### config.mk
export PLATFORM = sky130hd
export DESIGN_NAME = control_unit
export DESIGN_NICKNAME = d
export VERILOG_FILES = /design/src/rtl/control_unit.sv
export SDC_FILE = /design/constraint.sdc
export NUM_CORES = 1
export LEC_CHECK = 0
export CORE_AREA = 8 8 45 47
export DETAILED_ROUTE_END_ITERATION = 8
export DIE_AREA = 0 0 53 55
export DONT_BUFFER_PORTS = 1
export HOLD_SLACK_MARGIN = 0.05
export PLACE_DENSITY = 0.57
export SKIP_CTS_REPAIR_TIMING = 1
export SYNTH_ARGS = -nofsm -noshare
export SYNTH_HDL_FRONTEND = slang
export SYNTH_SLANG_ARGS = --single-unit
export TNS_END_PERCENT = 20
### constraint.sdc
create_clock -name clk -period 3.5 [get_ports clk]
set_clock_uncertainty 0.1 [all_clocks]
set_input_delay 1.05 -clock clk [delete_from_list [all_inputs] [get_ports clk]]
set_output_delay 1.05 -clock clk [all_outputs]
set_load 0.05 [all_outputs]
### src/rtl/control_unit.sv
// control_unit: multicycle control FSM for the stack-assisted RISC core.
// Outputs are decoded combinationally from the phase register and inputs.
module control_unit (
  input  logic       clk,
  input  logic       rst_n,
  input  logic [1:0] inst_type,
  input  logic [4:0] inst_function,
  input  logic       stop_bit,
  input  logic       zero_flag,
  output logic       ExSrc,
  output logic       ExS,
  output logic       RS2src,
  output logic       WB,
  output logic       MemR,
  output logic       MemW,
  output logic       WBdata,
  output logic       PCsrc,
  output logic       PCaddSrc1,
  output logic       PCaddSrc2,
  output logic       ALUsrc,
  output logic       StR,
  output logic       StW,
  output logic [3:0] ALUop,
  output logic [2:0] next_state
);

  typedef enum logic [2:0] {
    S_IF  = 3'd0,
    S_ID  = 3'd1,
    S_EX  = 3'd2,
    S_MEM = 3'd3,
    S_WB  = 3'd4
  } state_t;

  state_t state;
  state_t nxt;

  logic [3:0] fn;
  logic       unused_fn;
  assign fn        = inst_function[3:0];
  assign unused_fn = inst_function[4];

  logic       is_j, is_jal, is_lw, is_sw, is_beq, is_nop;
  logic       d_exsrc, d_exs, d_rs2, d_alusrc, d_wbdata;
  logic [3:0] d_aluop;

  always_comb begin
    is_j     = 1'b0;
    is_jal   = 1'b0;
    is_lw    = 1'b0;
    is_sw    = 1'b0;
    is_beq   = 1'b0;
    is_nop   = 1'b0;
    d_exsrc  = 1'b0;
    d_exs    = 1'b0;
    d_rs2    = 1'b0;
    d_alusrc = 1'b0;
    d_wbdata = 1'b0;
    d_aluop  = 4'd0;
    unique case (inst_type)
      2'b00: begin
        unique case (fn)
          4'd0:       d_aluop = 4'd0;
          4'd1:       d_aluop = 4'd1;
          4'd2, 4'd3: d_aluop = 4'd2;
          default:    is_nop  = 1'b1;
        endcase
      end
      2'b01: begin
        // J-type offsets are signed PC-relative displacements
        unique case (fn)
          4'd0: begin
            is_j  = 1'b1;
            d_exs = 1'b1;
          end
          4'd1: begin
            is_j   = 1'b1;
            is_jal = 1'b1;
            d_exs  = 1'b1;
          end
          default: is_nop = 1'b1;
        endcase
      end
      2'b10: begin
        unique case (fn)
          4'd0: d_alusrc = 1'b1;
          4'd1: begin
            d_alusrc = 1'b1;
            d_exs    = 1'b1;
            d_aluop  = 4'd1;
          end
          4'd2: begin
            is_lw    = 1'b1;
            d_alusrc = 1'b1;
            d_exs    = 1'b1;
            d_wbdata = 1'b1;
            d_aluop  = 4'd1;
          end
          4'd3: begin
            is_sw    = 1'b1;
            d_alusrc = 1'b1;
            d_exs    = 1'b1;
            d_rs2    = 1'b1;
            d_aluop  = 4'd1;
          end
          4'd4: begin
            is_beq  = 1'b1;
            d_exs   = 1'b1;
            d_rs2   = 1'b1;
            d_aluop = 4'd2;
          end
          default: is_nop = 1'b1;
        endcase
      end
      2'b11: begin
        unique case (fn)
          4'd0: begin
            d_exsrc  = 1'b1;
            d_alusrc = 1'b1;
            d_aluop  = 4'd3;
          end
          4'd1: begin
            d_exsrc  = 1'b1;
            d_alusrc = 1'b1;
            d_aluop  = 4'd4;
          end
          4'd2:    d_aluop = 4'd3;
          4'd3:    d_aluop = 4'd4;
          default: is_nop  = 1'b1;
        endcase
      end
      default: is_nop = 1'b1;
    endcase
  end

  always_comb begin
    nxt = S_IF;
    case (state)
      S_IF:  nxt = S_ID;
      S_ID:  nxt = (is_j || is_nop) ? S_IF : S_EX;
      S_EX: begin
        if (is_lw || is_sw) nxt = S_MEM;
        else if (is_beq)    nxt = S_IF;
        else                nxt = S_WB;
      end
      S_MEM: nxt = is_lw ? S_WB : S_IF;
      S_WB:  nxt = S_IF;
      default: nxt = S_IF;
    endcase
  end

  always_ff @(posedge clk or negedge rst_n) begin
    if (!rst_n) state <= S_IF;
    else        state <= nxt;
  end

  logic live, fin, taken, pop;

  // live: a legal post-fetch phase; fin: last phase of the instruction
  assign live  = rst_n && (state != S_IF) && (state <= S_WB);
  assign fin   = live && (nxt == S_IF);
  assign taken = is_beq && (state == S_EX) && zero_flag;
  assign pop   = fin && stop_bit && !is_j && !is_nop && !taken;

  assign ExSrc  = live && d_exsrc;
  assign ExS    = live && d_exs;
  assign RS2src = live && d_rs2;
  assign ALUsrc = live && d_alusrc;
  assign WBdata = live && d_wbdata;
  assign ALUop  = live ? d_aluop : 4'd0;

  assign WB   = live && (state == S_WB);
  assign MemR = live && (state == S_MEM) && is_lw;
  assign MemW = live && (state == S_MEM) && is_sw;
  assign StW  = live && (state == S_ID) && is_jal;

  assign PCaddSrc1 = 1'b0;
  assign PCaddSrc2 = fin && (is_j || taken);
  assign PCsrc     = pop;
  assign StR       = pop;

  assign next_state = rst_n ? nxt : S_IF;

endmodule

==> flow_metrics.py <==
metrics = {
    "finish": {
        "top_register": "state",
        "diodes": 0,
        "mostFrequentLayoutCells": "26 x buf_4, 9 x nor2_1, 7 x nand2_1",
        "drive_above_1_share_pct": 51.8,
        "regArea_um2": 75.1,
        "fillers": 107,
        "multi_input_area_um2": 584,
        "nets": 129,
        "syn_to_final_growth_pct": 78.1,
        "final_cells": 128,
        "final_common_cell": "buf_4",
        "reg.largest.list": "state (3)",
        "largest_register_ffs": 3,
    },
    "clocking": {
        "cts_buffers": 3,
        "cts_tree": "done",
        "path_clk_slew_ps": 40,
        "numClockSinks": 3,
        "cts-htree-levels": 1,
        "clock_path_buffers": 2,
        "clkLatencyLatePin_ps": 230,
        "cts.root.buffer_cell": "clkbuf_4",
    },
    "routing": {
        "wl_um": 1980,
        "antenna_left": 0,
        "dr.pass1.iters": 3,
        "drc": 0,
        "wl_per_cell_um": 15.4,
        "drtIter0Drc": 6,
        "via_count": 692,
        "via_per_inst": 5.41,
    },
    "synthesis": {
        "ys_top_cells_by_area": "dfrtp_1 13%, ha_1 11%, nor2_1 5.8%",
        "yosysSeqAreaShare_pct": 12.9,
        "synth_cells": 82,
        "synth_seq_cells": 3,
        "yosys.area.top_type": "dfrtp_1",
        "synth_area_um2": 583,
        "synth.avg_cell_area_um2": 7.11,
        "netlist.area_leader.share_pct": 12.9,
        "synth_warnings": 0,
        "synth_cell_type_count": 36,
    },
    "floorplanning": {
        "io-pin-count": 31,
        "start_util_pct": 42.1,
        "die_x_um": 53,
        "core.rowCount": 14,
        "dieArea_um2": 2920,
        "die_y_um": 55,
        "core-area_um2": 1380,
    },
    "run_status": {
        "violations": "negative setup slack",
        "status": "finished with violations",
    },
    "global_routing": {
        "grt_antenna_before_repair": 0,
        "track_usage_pct": 13.2,
        "grt_max_degree": 12,
        "grt_pass1_vias": 689,
        "grt_pass1_wl_um": 2900,
        "grt_overflow": 0,
    },
    "hold_path": {
        "hold_class": "in2async",
    },
    "timing": {
        "fin_ws_ps": -13.6,
        "max_freq_mhz": 285,
        "hold_viol_final": 0,
        "setup_viol": 1,
        "slew_violations": 0,
        "grt_setup_unrepaired": "true",
        "period_share_pct": 100,
        "period_needed_ps": 3510,
    },
    "setup_path": {
        "timing.rr.start": "state[2]",
        "path_max_fanout": 4,
        "path_class": "in2out",
        "cp-start-kind": "input pin",
        "worst_setup_path_end_kind": "primary output",
        "arrival_ps": 2360,
        "startpoint": "inst_type[0]",
        "cp.required_ps": 2350,
    },
    "power_and_ir_drop": {
        "power.density_nw_per_um2": 391,
        "peakVddDrop_uv": 191,
        "leakagePower_nw": 0.418,
        "power.total_mw": 0.406,
    },
    "place": {
        "gp_congestion": 0.750,
        "dp.cells": 123,
        "place_ws_ps": -127,
        "place_hpwl_um": 1500,
        "port_buffers": 0,
    },
    "flow_run": {
        "cap_violations": 0,
    },
}
final cells by class:
| type | instances | area share [%] |
|---|---|---|
| Timing Repair Buffer | 31 | 28.4 |
| Tap cell | 16 | 1.93 |
| Multi-Input combinational cell | 71 | 56.3 |
| Clock buffer | 4 | 2.53 |
| Inverter | 3 | 3.61 |
| Sequential cell | 3 | 7.23 |
metal layers:
layer	track usage, %	vias to the layer above	share of wire, %
met5	0	-	0
met4	6.47	0	0.71
met3	4.55	2	7.5
met2	25.8	15	54
met1	11.7	324	38
li1	-	351	-
cells by family (layout without fill, tap and decap cells):
logic type      after synthesis  in the layout  synth area share (%)
fa+ha+maj                     5              5                  10.7
mux                           1              1                  1.72
compound gates               14             14                  15.7
flops                         3              3                  12.9
other cells                   1              2                 0.643
buf+inv                       9             38                  8.37
simple gates                 49             49                  50.0
metrics by stage:
stage          cell area [um2]  hold WS, ps  TNS (ps)  util [%]
2_1_floorplan              632          467     -1870         -
3_3_place_gp               917          541      -166      66.3
3_5_place_dp               917          571      -459      66.3
4_1_cts                    943          406      -552      68.2
5_1_grt                   1040          391     -69.9      75.0
6_report                  1040          413     -13.6      75.0
worst paths after layout:
path	endpoint	slack, ps	cells past startpoint
setup / recovery	next_state[1]	-10	8
hold / removal	state[2]	410	0
setup reg to reg	state[1]	2140	4
hold reg to reg	state[0]	580	1
max in group asynchronous	state[1]	2810	0
min in group clk	state[0]	580	1
power breakdown:
part | switching (mW) | internal, mW
clock | 0.0169 | 0.0426
combinational | 0.149 | 0.116
sequential | 0.0331 | 0.0474
critical path, stage by stage:
cell and delay, ps:
inv_2 30, buf_4 120, ha_1 300, nor2b_1 130, a21oi_1 260, o31ai_2 110
and2_1 200, buf_12 150
Yosys cell counts, drive strengths merged:
cell	number
a211oi	1
a21boi	2
a21oi	3
a22oi	1
a311oi	1
a31oi	1
and2	2
and3	1
and4	2
and4bb	1
buf	6
conb	1
dfrtp	3
ha	5
inv	3
mux2i	1
nand2	7
nand2b	4
nand3	5
nand3b	1
nand4	1
nand4bb	1
nor2	9
nor2b	3
nor3	3
nor3b	2
nor4	3
nor4b	1
o21ai	3
o22a	1
o31ai	1
or2	1
or3	1
or4b	1
(Power assumes the default switching activity.)
